### src/rtl/regfile_scoreboard.sv
// Multi-port register file with write-to-read bypass and a per-register busy scoreboard.
// Optional build macro REGFILE_INIT_INDEX_EN: reset loads register i with value i.
module regfile_scoreboard #(
  parameter int XLEN   = 32,
  parameter int NREGS  = 32,
  parameter int NUM_RD = 2,
  parameter int NUM_WR = 2,
  localparam int AW    = $clog2(NREGS)
) (
  input  logic                     clk,
  input  logic                     reset,
  input  logic [NUM_WR-1:0]        we,
  input  logic [NUM_WR*AW-1:0]     wreg,
  input  logic [NUM_WR*XLEN-1:0]   wdata,
  input  logic                     issue_valid,
  input  logic [AW-1:0]            issue_reg,
  input  logic [NUM_RD*AW-1:0]     reg_rd,
  output logic [NUM_RD*XLEN-1:0]   out_data,
  output logic [NUM_RD-1:0]        out_ready,
  output logic [NREGS-1:0]         busy_vec
);

  logic [XLEN-1:0] r_regs [NREGS];
  logic [NREGS-1:0] r_busy;

  logic [AW-1:0]   w_idx;
  logic [XLEN-1:0] w_val;
  logic            w_hit;

  // Ascending port order with non-blocking updates lets the highest port win a conflict.
  always_ff @(posedge clk or negedge reset) begin
    if (!reset) begin
      for (int i = 0; i < NREGS; i++) begin
`ifdef REGFILE_INIT_INDEX_EN
        r_regs[i] <= (i == 0) ? '0 : XLEN'(i);
`else
        r_regs[i] <= '0;
`endif
      end
    end else begin
      for (int p = 0; p < NUM_WR; p++) begin
        if (we[p] && wreg[p*AW +: AW] != '0)
          r_regs[wreg[p*AW +: AW]] <= wdata[p*XLEN +: XLEN];
      end
    end
  end

  // Set is applied after the clears so a new producer supersedes a retiring one.
  always_ff @(posedge clk or negedge reset) begin
    if (!reset) begin
      r_busy <= '0;
    end else begin
      for (int p = 0; p < NUM_WR; p++) begin
        if (we[p] && wreg[p*AW +: AW] != '0)
          r_busy[wreg[p*AW +: AW]] <= 1'b0;
      end
      if (issue_valid && issue_reg != '0)
        r_busy[issue_reg] <= 1'b1;
    end
  end

  always_comb begin
    out_data  = '0;
    out_ready = '0;
    w_idx     = '0;
    w_val     = '0;
    w_hit     = 1'b0;
    for (int r = 0; r < NUM_RD; r++) begin
      w_idx = reg_rd[r*AW +: AW];
      w_val = r_regs[w_idx];
      w_hit = 1'b0;
      for (int p = 0; p < NUM_WR; p++) begin
        if (we[p] && wreg[p*AW +: AW] == w_idx && w_idx != '0) begin
          w_val = wdata[p*XLEN +: XLEN];
          w_hit = 1'b1;
        end
      end
      if (w_idx == '0)
        w_val = '0;
      out_data[r*XLEN +: XLEN] = w_val;
      out_ready[r]             = !r_busy[w_idx] || w_hit;
    end
  end

  assign busy_vec = r_busy;

endmodule

### config.mk
export PLATFORM = sky130hd
export DESIGN_NAME = regfile_scoreboard
export DESIGN_NICKNAME = d
export VERILOG_FILES = /design/src/rtl/regfile_scoreboard.sv
export SDC_FILE = /design/constraint.sdc
export NUM_CORES = 2
export LEC_CHECK = 0
export CAP_MARGIN = 0
export CORE_MARGIN = 4
export CORE_UTILIZATION = 40
export CTS_CLUSTER_SIZE = 14
export DETAILED_ROUTE_END_ITERATION = 8
export PLACE_DENSITY_LB_ADDON = 0.1
export SLEW_MARGIN = 10
export SYNTH_ARGS = -nofsm -noshare
export SYNTH_HDL_FRONTEND = slang
export SYNTH_SLANG_ARGS = --single-unit
### constraint.sdc
create_clock -name clk -period 2.3 [get_ports clk]
set_input_delay 0.23 -clock clk [delete_from_list [all_inputs] [get_ports clk]]
set_output_delay 0.23 -clock clk [all_outputs]
set_load 0.1 [all_outputs]
Word-level counts from Yosys, hierarchy flattened

Index checks and enable logic that the tools add are counted.

Register bits after elaboration: 1056
Bits in latches: 0
Bits in writable memories: 0
Bits in read-only memories: 0
Output and inout port bits: 98
Logic and storage cells: 124
Memories: 0

Add/sub/neg operators: 0
Multipliers: 0
Divide/modulo/power cells: 0
$lt $le $gt $ge: 14
Eq/ne operators: 4
Shifts and indexed selects: 0
Mux-type cells: 37
Bitwise gates (word level): 9
Reductions and logical operators: 27

Operators by type and width:

| operator                                                   | number |
|---|---|
| bitwise mux 1024 bit                                       | 2 |
| two-way mux 1024 bit                                       | 2 |
| two-way mux 32 bit                                         | 15 |
| binary-select mux 32 bit (select 5 bit)                    | 2 |
| demux 32 bit (select 5 bit)                                | 2 |
| AND 32 bit                                                 | 2 |
| NOT 32 bit                                                 | 2 |
| bitwise OR 32 bit                                          | 1 |
| less-than comparator 5 x 6 -> 1 bit, second input constant | 5 |
| nonzero test 5 bit                                         | 5 |
| >= comparator 6 bit, second input constant                 | 4 |
| NOT 5 -> 6 bit                                             | 4 |
| == test 5 bit                                              | 4 |
| logical AND 1 bit                                          | 16 |
| demux 1 bit (select 5 bit)                                 | 3 |
| >= comparator 5 x 1 -> 1 bit, second input constant        | 3 |
| less-than comparator 6 x 1 -> 1 bit, second input constant | 2 |
| binary-select mux 1 bit (select 5 bit)                     | 2 |
| zero test 5 bit                                            | 2 |
| two-way mux 1 bit                                          | 9 |
| zero test 1 bit                                            | 2 |
| logical OR 1 bit                                           | 2 |

Logic depth before layout (Yosys ltp)

Depth after elaboration: 11
Depth in mapped cells: 10

Least setup slack after synthesis

OpenSTA, ideal clock, no wires.

Path type: input port to output port
From: input reg_rd[5]
To: output out_data[52]
Data arrival time: 6.137 ns
Required time: 2.070 ns
Path slack: -4.067 ns
Stages: 9
Path buffers: 4
Cells stage by stage: buf_2 -> buf_4 -> xnor2_1 -> nand4_1 -> nor3b_1 -> buf_2 -> buf_4 -> nor3_1 -> a2111oi_0

Word-level cells in the longest chain between the ends: 7
Elaborated cells between the ends (all ways): 15

Ends and longest elaborated chain:

| element                                                | line | source |
|---|---|---|
| from (decl)                                            | 17   | `input logic [NUM_RD*AW-1:0] reg_rd,` |
| NOT 5 -> 6 bit (implied by the code)                   | 70   | `w_val = r_regs[w_idx];` |
| binary-select mux 32 bit (select 5 bit)                | 70   |  |
| two-way mux 32 bit (implied by the code) (2 in series) | 70   |  |
| two-way mux 32 bit (2 in series)                       | 73   | `if (we[p] && wreg[p*AW +: AW] == w_idx && w_idx != '0) begin` |
| two-way mux 32 bit *                                   | 78   | `if (w_idx == '0)` |
| to (decl)                                              | 18   | `output logic [NUM_RD*XLEN-1:0] out_data,` |

Every way passes the cells marked *; elsewhere a longest branch is shown, timed or not. The select of a mux whose other input is x is not followed.

Worst setup path in the final report

From: register r_regs[545] in the netlist's numbering
To: output out_data[1]

Word-level cells in the longest chain between the ends: 6

Ends and longest elaborated chain:

| element                                                | line | source |
|---|---|---|
| from (decl)                                            | 23   | `logic [XLEN-1:0] r_regs [NREGS];` |
| from (signal, indexed assignment)                      | 43   | `r_regs[wreg[p*AW +: AW]] <= wdata[p*XLEN +: XLEN];` |
| binary-select mux 32 bit (select 5 bit)                | 70   |  |
| two-way mux 32 bit (implied by the code) (2 in series) | 70   |  |
| two-way mux 32 bit (2 in series)                       | 73   |  |
| two-way mux 32 bit                                     | 78   |  |

No other way between the ends. The select of a mux whose other input is x is not followed.

==> summary.md <==
| Metric | Value |
|---|---|
| Ys Warns | 0 |
| Post-route setup slack | -860 ps |
| Critical path fanouts, max | 2 |
| Worst setup SP type | register |
| Buffers on Ports | 191 |
| Worst-Margin Slew | 706 ps |
| LEAKAGE | 39.4 nW |
| Latest clock arrival within the worst-skew pair | 790 ps |
| Clock Skews | 0 ps |
| Width of the chip | 416 um |
| Synth top area share | 39.6% |
| Netlist cell types | 61 |
| Worst slack at placement | -1200 ps |
| Reg2reg setup slack | 1300 ps |
| Clock buffer depth | 3 |
| Design Area, Final | 0.0902 sq mm |
| Routed Antenna Nets | 0 |
| Cell area after placement | 0.0835 sq mm |
| First-pass GRT wire length | 470 mm |
| Largest net degree at the start of global routing | 75 |
| Total grt overflow | 0 |
| Vias | 60600 |
| Initial core utilization | 40.4% |
| R2R Path End | r_regs[416] |
| Vias in the first global route | 59700 |
| Most common cell in the synthesized netlist | dfrtp_1 |
| Pwr dens | 839 mW/mm^2 |
| Slowest library cell on the worst path | mux4_2 |
| DRT Pass-1 Iters | 6 |
| Final #Nets | 7198 |
| Wire per inst | 35.4 um |
| Most frequent cells after synthesis | 1056 x dfrtp_1, 929 x mux2i_1, 657 x nand2_1 |
| Syn nets | 6416 |
| Die Y | 416 um |
| Die Area | 0.173 sq mm |
| EDFF count, synth | 0 |
| Max Cap Violations | 0 |
| Critical path, cell by cell | buf_6 -> mux4_2 -> mux4_2 -> nand2_2 -> o2111ai_2 -> nor3b_4 -> buf_12 |
| Sequential fraction of the synthesis area | 39.6% |
| Clk slew on worst S/H paths | 60 ps |
| Cell Area, Synth | 0.0667 sq mm |
| Total Power | 75.7 mW |
| Clock sinks | 1056 |
| Final worst path period share | 137% |
| WP data arrival | 2930 ps |
| Fmax | 316 MHz |
| Core Footprint | 0.165 sq mm |
| Cell mode on critical path | mux4_2 |
| Mean post-synth cell area | 10.6 sq um |
| Initial DRC count | 7525 |
| Final setup fails | 66 |
| R2R Path Start | r_regs[416] |
| Post-Route WL | 333 mm |
| Fin Setup TNS | -43090 ps |
| Final Max Tran Viols | 0 |
| Largest delay share family, worst path | multiplexers |
| Num rows | 149 |
| Rel. slew slack | 52.9% |
| Global-route total usage across every layer | 38.0% |
| Synthesized instance count | 6322 |
| RSZ-0062 raised after global routing | true |
| Critical Path RT | 2070 ps |
| Final HPWL DP | 232 mm |
| Status | finished with violations |
| Routed vias/inst | 6.45 |
| Ys async rst share | 100% |
| H-tree Lvls | 4 |
| I/O pin count | 192 |
| Hold Path Class | input pin to async pin |
| Fill count | 14100 |
| Yosys reg bits | 1056 |
| RD Place Congestion | 0.955 |
| WS Path Type | register to output port |
| Antenna violations before repair | 1 |
| CTS tree | yes |
| Buf/Inv on CP | 2 |
| Post-Route Utilization | 54.5% |
| Ys flop type | dfrtp_1 |
| Ranking of synthesized cells by area | dfrtp_1 40%, mux4_2 19%, mux2i_1 14%, a21oi_1 4.2%, o21ai_0 4.0% |
| CP endpoint kind | output port |
| CTS Root Cell | clkbuf_16 |
| CP peak stage delay | 530 ps |
| Worst reg2reg path depth | 3 |
| Area growth from synthesis to final layout | 35.1% |
| Fin. Hold Viols | 0 |
| DR DRC count | 0 |
| Final min period | 3160 ps |
| Worst vdd ir | 825 uV |
| Biggest area consumer among synthesized cells | dfrtp_1 |
| Cts bufs inserted | 133 |
| Share of cells above drive strength 1 | 35.8% |
| Failing checks | negative setup slack |
## worst max-delay path by stage
stage,start,to,slack (ps),depth (start not counted)
final,r_regs[545],out_data[1],-860,7
after global placement,wreg[7],out_data[49],-1210,11
after CTS,r_regs[529],out_data[49],-880,6
after global routing,r_regs[545],out_data[1],-930,7
after floorplan,reg_rd[5],out_data[56],-510,10
after detailed placement,wreg[7],out_data[49],-1200,11
## repair_timing
| item | 4_1_cts | 5_1_grt |
|---|---|---|
| hold buffers | 2 | 0 |
| hold endpoints to repair | 525 | 0 |
| pin swaps | 96 | 58 |
| resized for setup | 249 | 77 |
| gates cloned | 2 | 1 |
| setup buffers | 66 | 19 |
| setup endpoints to repair | 66 | 66 |
## cell type report
| type | count | area [sq um] | area share [%] |
|---|---|---|---|
| diodes | 5 | 12.5 | 0.0139 |
| repair buffers | 1483 | 16400 | 18.1 |
| clock inverters | 32 | 409 | 0.454 |
| inverters | 9 | 36.3 | 0.0402 |
| flip-flops and latches | 1056 | 26500 | 29.3 |
| multi-input cells | 4421 | 40200 | 44.6 |
| well taps | 2189 | 2740 | 3.04 |
| clock buffers | 206 | 3930 | 4.35 |
## through the flow
stage	hold WS, ps	std cells
final	28.9	9401
after global routing	46.5	9399
after CTS	4.94	9380
after detailed placement	257	9089
after global placement	257	9089
after floorplan	-65.6	6322
## cell families after synthesis
group / count (synthesis) / share of synthesized area (%)
compound gates: 1426 / 12.3
xor+xnor: 20 / 0.262
buf+inv: 845 / 5.48
flops: 1056 / 39.6
mux: 1499 / 33.1
simple gates: 1476 / 9.26
## where the power goes
part	switching (mW)	internal [mW]
Sequential	3.77	23.4
Combinational	13.6	13.6
Clock	9.21	12.2
## flip-flops by register name, summed over array words and instances (netlist names)
| name | cells |
|---|---|
| r_regs | 1024 |
| busy_vec | 32 |
## layout by cell type, fill, tap and decap left out, types with 39 or more instances in the layout
cell	synthesis	final
dfrtp_1	1056	1021
buf_4	51	953
mux2i_1	929	926
nand2_1	657	607
mux4_2	565	565
nor2_1	572	535
a21oi_1	558	535
o21ai_0	538	522
buf_12	0	368
clkbuf_16	0	136
nor4_4	0	76
clkdlybuf4s50_1	0	73
buf_6	14	62
a22o_1	61	56
a22oi_1	56	43
clkbuf_1	528	43
a32oi_1	39	39
## layer usage
metal | part of all wire, % | global-route usage [%] | vias up | wire length [um]
li1 | - | - | 24900 | -
met1 | 38 | 49.5 | 31000 | 127000
met2 | 45 | 57.9 | 3689 | 148000
met3 | 10 | 9.11 | 991 | 33200
met4 | 7.2 | 22.5 | 0 | 24100
met5 | 0 | 0 | - | 0
No activity file was read; power rests on OpenSTA's default activity.
